**src/rtl/stim_gen2lane_pkg.sv**
```systemverilog
// Shared definitions for the stimulus blocks: FSM state encoding, COM symbol and
// the LFSR tap list with its single-step helper.
package stim_gen2lane_pkg;

  typedef enum logic [1:0] {
    StIdle = 2'd0,
    StPre  = 2'd1,
    StSend = 2'd2,
    StDone = 2'd3
  } stim_state_e;

  localparam int unsigned LFSR_W = 8;

  localparam logic [LFSR_W-1:0] COM_SYM = 8'hBC;

  // Feedback taps l[7], l[5], l[4], l[3]; feedback shifts into bit 0.
  localparam logic [LFSR_W-1:0] LFSR_TAPS = 8'b1011_1000;

  function automatic logic [LFSR_W-1:0] lfsr_step(input logic [LFSR_W-1:0] l);
    return {l[LFSR_W-2:0], ^(l & LFSR_TAPS)};
  endfunction

endpackage

```
**src/rtl/stim_lfsr.sv**
```systemverilog
// 8-bit payload LFSR with load and advance enables; exposes current and next value.
module stim_lfsr
  import stim_gen2lane_pkg::*;
#(
  parameter logic [LFSR_W-1:0] SEED = 8'hA5
) (
  input  logic              clk,
  input  logic              reset,
  input  logic              load_i,
  input  logic              adv_i,
  output logic [LFSR_W-1:0] state_o,
  output logic [LFSR_W-1:0] next_o
);

  logic [LFSR_W-1:0] lfsr_q, lfsr_d;

  // Load wins over advance so a fresh run always starts from SEED.
  always_comb begin
    lfsr_d = lfsr_q;
    if (load_i) begin
      lfsr_d = SEED;
    end else if (adv_i) begin
      lfsr_d = lfsr_step(lfsr_q);
    end
  end

  always_ff @(posedge clk) begin
    if (reset) begin
      lfsr_q <= SEED;
    end else begin
      lfsr_q <= lfsr_d;
    end
  end

  assign state_o = lfsr_q;
  assign next_o  = lfsr_step(lfsr_q);

endmodule

```
**src/rtl/stim_gen2lane.sv**
```systemverilog
// Two-lane stimulus driver: COM preamble then PRBS payload over a valid/ready handshake.
// Optional build macro STIM_ERR_INJECT_EN flips lane-1 bit 0 on payload beat ERR_IDX.
module stim_gen2lane
  import stim_gen2lane_pkg::*;
#(
  parameter int unsigned       DATA_W    = 8,
  parameter int unsigned       PRE_BEATS = 2,
  parameter int unsigned       NUM_WORDS = 16,
  parameter int unsigned       CNT_W     = 8,
  parameter logic [LFSR_W-1:0] SEED      = 8'hA5,
  parameter int unsigned       ERR_IDX   = 3
) (
  input  logic              clk,
  input  logic              reset,
  input  logic              start,
  input  logic              ready_in,
  output logic [DATA_W-1:0] data_out0,
  output logic [DATA_W-1:0] data_out1,
  output logic              valid_out0,
  output logic              valid_out1,
  output logic              busy,
  output logic              done,
  output logic [CNT_W-1:0]  word_count
);

  if (PRE_BEATS < 1 || NUM_WORDS < 1 || NUM_WORDS >= 2 ** CNT_W || ERR_IDX >= NUM_WORDS ||
      DATA_W != LFSR_W) begin : g_bad_cfg
    $error("stim_gen2lane: unsupported parameter set");
  end

  stim_state_e       state_q;
  logic [CNT_W-1:0]  pre_cnt_q;
  logic [CNT_W-1:0]  word_count_q;
  logic [DATA_W-1:0] data0_q, data1_q;
  logic              valid_q, busy_q, done_q;

  logic              xfer;
  logic              lfsr_load, lfsr_adv;
  logic [LFSR_W-1:0] lfsr_cur, lfsr_nxt;
  logic [DATA_W-1:0] pay_d, lane1_d;

  assign xfer      = valid_q & ready_in;
  assign lfsr_load = (state_q == StIdle) & start;
  assign lfsr_adv  = (state_q == StSend) & xfer;

  stim_lfsr #(
    .SEED (SEED)
  ) u_lfsr (
    .clk     (clk),
    .reset   (reset),
    .load_i  (lfsr_load),
    .adv_i   (lfsr_adv),
    .state_o (lfsr_cur),
    .next_o  (lfsr_nxt)
  );

  // Word loaded into the output registers on the transfer that starts the next payload beat.
  always_comb begin
    pay_d = (state_q == StPre) ? DATA_W'(lfsr_cur) : DATA_W'(lfsr_nxt);
  end

`ifdef STIM_ERR_INJECT_EN
  logic [CNT_W-1:0] beat_idx;
  always_comb begin
    beat_idx = (state_q == StPre) ? '0 : word_count_q + 1'b1;
    lane1_d  = ~pay_d ^ {{(DATA_W-1){1'b0}}, (beat_idx == CNT_W'(ERR_IDX))};
  end
`else
  always_comb begin
    lane1_d = ~pay_d;
  end
`endif

  always_ff @(posedge clk) begin
    if (reset) begin
      state_q      <= StIdle;
      pre_cnt_q    <= '0;
      word_count_q <= '0;
      data0_q      <= '0;
      data1_q      <= '0;
      valid_q      <= 1'b0;
      busy_q       <= 1'b0;
      done_q       <= 1'b0;
    end else begin
      done_q <= 1'b0;
      unique case (state_q)
        StIdle: begin
          if (start) begin
            state_q      <= StPre;
            pre_cnt_q    <= '0;
            word_count_q <= '0;
            data0_q      <= DATA_W'(COM_SYM);
            data1_q      <= DATA_W'(COM_SYM);
            valid_q      <= 1'b1;
            busy_q       <= 1'b1;
          end
        end
        StPre: begin
          if (xfer) begin
            if (pre_cnt_q == CNT_W'(PRE_BEATS - 1)) begin
              state_q <= StSend;
              data0_q <= pay_d;
              data1_q <= lane1_d;
            end else begin
              pre_cnt_q <= pre_cnt_q + 1'b1;
            end
          end
        end
        StSend: begin
          if (xfer) begin
            word_count_q <= word_count_q + 1'b1;
            if (word_count_q == CNT_W'(NUM_WORDS - 1)) begin
              state_q <= StDone;
              data0_q <= '0;
              data1_q <= '0;
              valid_q <= 1'b0;
              busy_q  <= 1'b0;
              done_q  <= 1'b1;
            end else begin
              data0_q <= pay_d;
              data1_q <= lane1_d;
            end
          end
        end
        StDone: begin
          state_q <= StIdle;
        end
        default: begin
          state_q <= StIdle;
        end
      endcase
    end
  end

  assign data_out0  = data0_q;
  assign data_out1  = data1_q;
  assign valid_out0 = valid_q;
  assign valid_out1 = valid_q;
  assign busy       = busy_q;
  assign done       = done_q;
  assign word_count = word_count_q;

endmodule

```
**config.mk**
```make
export PLATFORM = sky130hd
export DESIGN_NAME = stim_gen2lane
export DESIGN_NICKNAME = d
export VERILOG_FILES = /design/src/rtl/stim_gen2lane_pkg.sv /design/src/rtl/stim_lfsr.sv /design/src/rtl/stim_gen2lane.sv
export SDC_FILE = /design/constraint.sdc
export NUM_CORES = 1
export LEC_CHECK = 0
export ABC_AREA = 1
export CAP_MARGIN = 40
export CORE_ASPECT_RATIO = 1.1
export CORE_MARGIN = 5
export CORE_UTILIZATION = 45
export CTS_CLUSTER_DIAMETER = 30
export DETAILED_ROUTE_END_ITERATION = 7
export GPL_TIMING_DRIVEN = 1
export MAX_ROUTING_LAYER = met4
export PLACE_DENSITY = 0.8
export SLEW_MARGIN = 20
export SYNTH_ARGS = -nofsm -noshare
export SYNTH_HDL_FRONTEND = slang
export SYNTH_HIERARCHICAL = 1
export SYNTH_SLANG_ARGS = --single-unit
```
**constraint.sdc**
```tcl
create_clock -name clk -period 1.65 [get_ports clk]
set_clock_uncertainty 0.1 [all_clocks]
set_input_delay 0.33 -clock clk [delete_from_list [all_inputs] [get_ports clk]]
set_output_delay 0.33 -clock clk [all_outputs]
set_load 0.03 [all_outputs]
```
==> impl_metrics.tcl <==
set metrics [dict create \
    coreArea_mm2 0.00540 \
    hold_class "reg2reg" \
    slew_headroom_pct 77.2 \
    root_buffer "clkbuf_8" \
    num_io_pins 32 \
    drc 0 \
    syn_to_final_growth_pct 38.1 \
    drv_cap 0 \
    cts_tree "built" \
    peakVddDrop_mv 1.31 \
    grt_pass1_vias 2389 \
    violations "setup timing" \
    final_hold_viol_count 0 \
    drtIter0Drc 162 \
    grt_pass1_wl_mm 10.6 \
    routed_wl_mm 6.89 \
    layout.nets 448 \
    setup_viol_count_final 23 \
    drive_above_1_share_pct 24.3 \
    antenna_found_initial 0 \
    ant_nets 0 \
    clkSinkCount 44 \
    port_buffers 31 \
    hold-worst-slack_ps 385 \
    grt_usage_pct 19.5 \
    diodes 0 \
    fin_crit_ps 1720 \
    criticalPathCategory "reg2reg" \
    clock_path_buffers 2 \
    cp_max_fo 6 \
    worstPathRequired_ps 1750 \
    post-place-cells 497 \
    hold_buffers 0 \
    cts.clk_slew.worst_paths_ps 80 \
    start_kind "flip-flop" \
    die_w_um 81.0 \
    layout_common_cells "nand2_1 (98), nor2_1 (60), dfxtp_1 (40)" \
    drt_first_pass_iters 5 \
    start_util_pct 46.2 \
    synth_ff_type "dfxtp_1" \
    synthCells 373 \
    globalRoute.totalOverflow 0 \
    async_reset_ff_share_pct 0 \
    stdcell_count 512 \
    clock_latency_ps 300 \
    dieHeight_um 88.1 \
    synth-edff-count 0 \
    vias 2588 \
    clock.fmax_mhz 580 \
    period_share_pct 104 \
    htree_levels 2 \
    worst_slew_pin_slew_ps 341 \
    fin_setup_tns_ps -525 \
    drv_slew 0 \
    status "finished, violations left" \
    setup_slack_ps -73.6 \
    yosysSeqAreaShare_pct 35.3 \
    numCtsBuffers 5 \
    synth.distinct_cells 35 \
    yosysWarnings 6 \
    final_common_cell "nand2_1" \
    worstPathArrival_ps 1820 \
    syn_avg_cell_area_um2 6.68 \
    grt_max_degree 13 \
    synth.top_cell.area_share_pct 35.3 \
    dp_hpwl_mm 4.32 \
    ys_ff_latch 44 \
    endpoint_kind "flip-flop" \
    floorplan.rows 28 \
    netlist_top_cells_area "dfxtp_1 (35%), nand2_1 (16%), nor2_1 (9.5%)" \
    rsz0062_at_grt "yes" \
    fin_util_pct 63.8 \
    place_congestion 0.857 \
    synth_top_cell_by_area "dfxtp_1" \
    pwr_density_cell_mw_per_mm2 1980 \
    dieArea_mm2 0.00713 \
    leakagePower_uw 0.00162 \
    viasPerCell 5.05 \
    netlist_area_mm2 0.00249 \
    synthesis.nets 383 \
    wl_per_cell_um 13.5 \
    place_ws_ps -301 \
]
[state kept, by name (all words and copies together) (netlist names)]
signal / count
done: 1
data_out1: 8
data_out0: 8
busy: 1
u_lfsr/state_o: 8
state_q: 2
pre_cnt_q: 8
word_count: 8
[report_power, final]
part	total (uW)	internal, uW	switching (uW)
registers	1460	1310	156
logic	4560	1910	2650
clock network	790	435	355
[cell usage after synthesis, types with 5 or more instances]
cell type / instances
a21boi_0: 6
a21oi_1: 20
buf_4: 10
dfxtp_1: 44
ha_1: 6
inv_1: 39
nand2_1: 108
nand3_1: 13
nor2_1: 63
nor2_2: 5
o21ai_0: 16
[worst max-delay path: stages, from the launching register on]
cell     delay, ps
dfxtp_2        340
buf_6          110
ha_4           160
or2_4          270
nor2_4         160
nor2_8          50
nand3_4         90
buf_12         140
nor2_2          40
nor2_1         100
nor2_1          50
[cell type report]
type,count,area [um2]
clock buffers,5,68.8
clock inverters,1,30.0
fillers,436,1950
inverters,42,163
multi-input cells,272,1510
flip-flops and latches,44,888
well taps,75,93.8
repair buffers,73,684
[stage by stage]
stage | power, uW | instance area [um2]
after floorplan | 3770 | 2500
after global placement | 4890 | 3070
after detailed placement | 4970 | 3070
after CTS | 6290 | 3300
after global routing | 7280 | 3440
final | 6810 | 3440
[path summary, 6_finish.rpt]
kind | depth (start not counted) | startpoint | end | slack [ps]
worst max-delay path | 10 | state_q[1] | data_out1[0] | -70
worst min-delay path | 2 | word_count[1] | word_count[1] | 380
worst max register to register | 10 | state_q[1] | data_out1[0] | -70
worst min register to register | 2 | word_count[1] | word_count[1] | 380
[routing by layer]
| metal | vias up | global-route usage [%] | share of wire (%) |
|---|---|---|---|
| met5 | - | - | 0 |
| li1 | 1285 | - | - |
| met2 | 89 | 33.5 | 52 |
| met1 | 1195 | 22.2 | 41 |
| met4 | 0 | 7.22 | 3.3 |
| met3 | 19 | 3.81 | 4.2 |
[logic make-up after synthesis]
| kind of cell | Yosys count | share of synthesized area (%) |
|---|---|---|
| fa+ha+maj | 6 | 3.01 |
| simple gates | 208 | 36.3 |
| buf+inv | 59 | 11.3 |
| xor+xnor | 4 | 1.41 |
| compound gates | 52 | 12.6 |
| flops | 44 | 35.3 |
[repair_timing]
item,in CTS,in global routing
resized for setup,61,40
cloned,3,1
setup buffers,3,2
pin swaps,9,15
endpoints found under the setup margin,58,34
(Power assumes the default switching activity.)
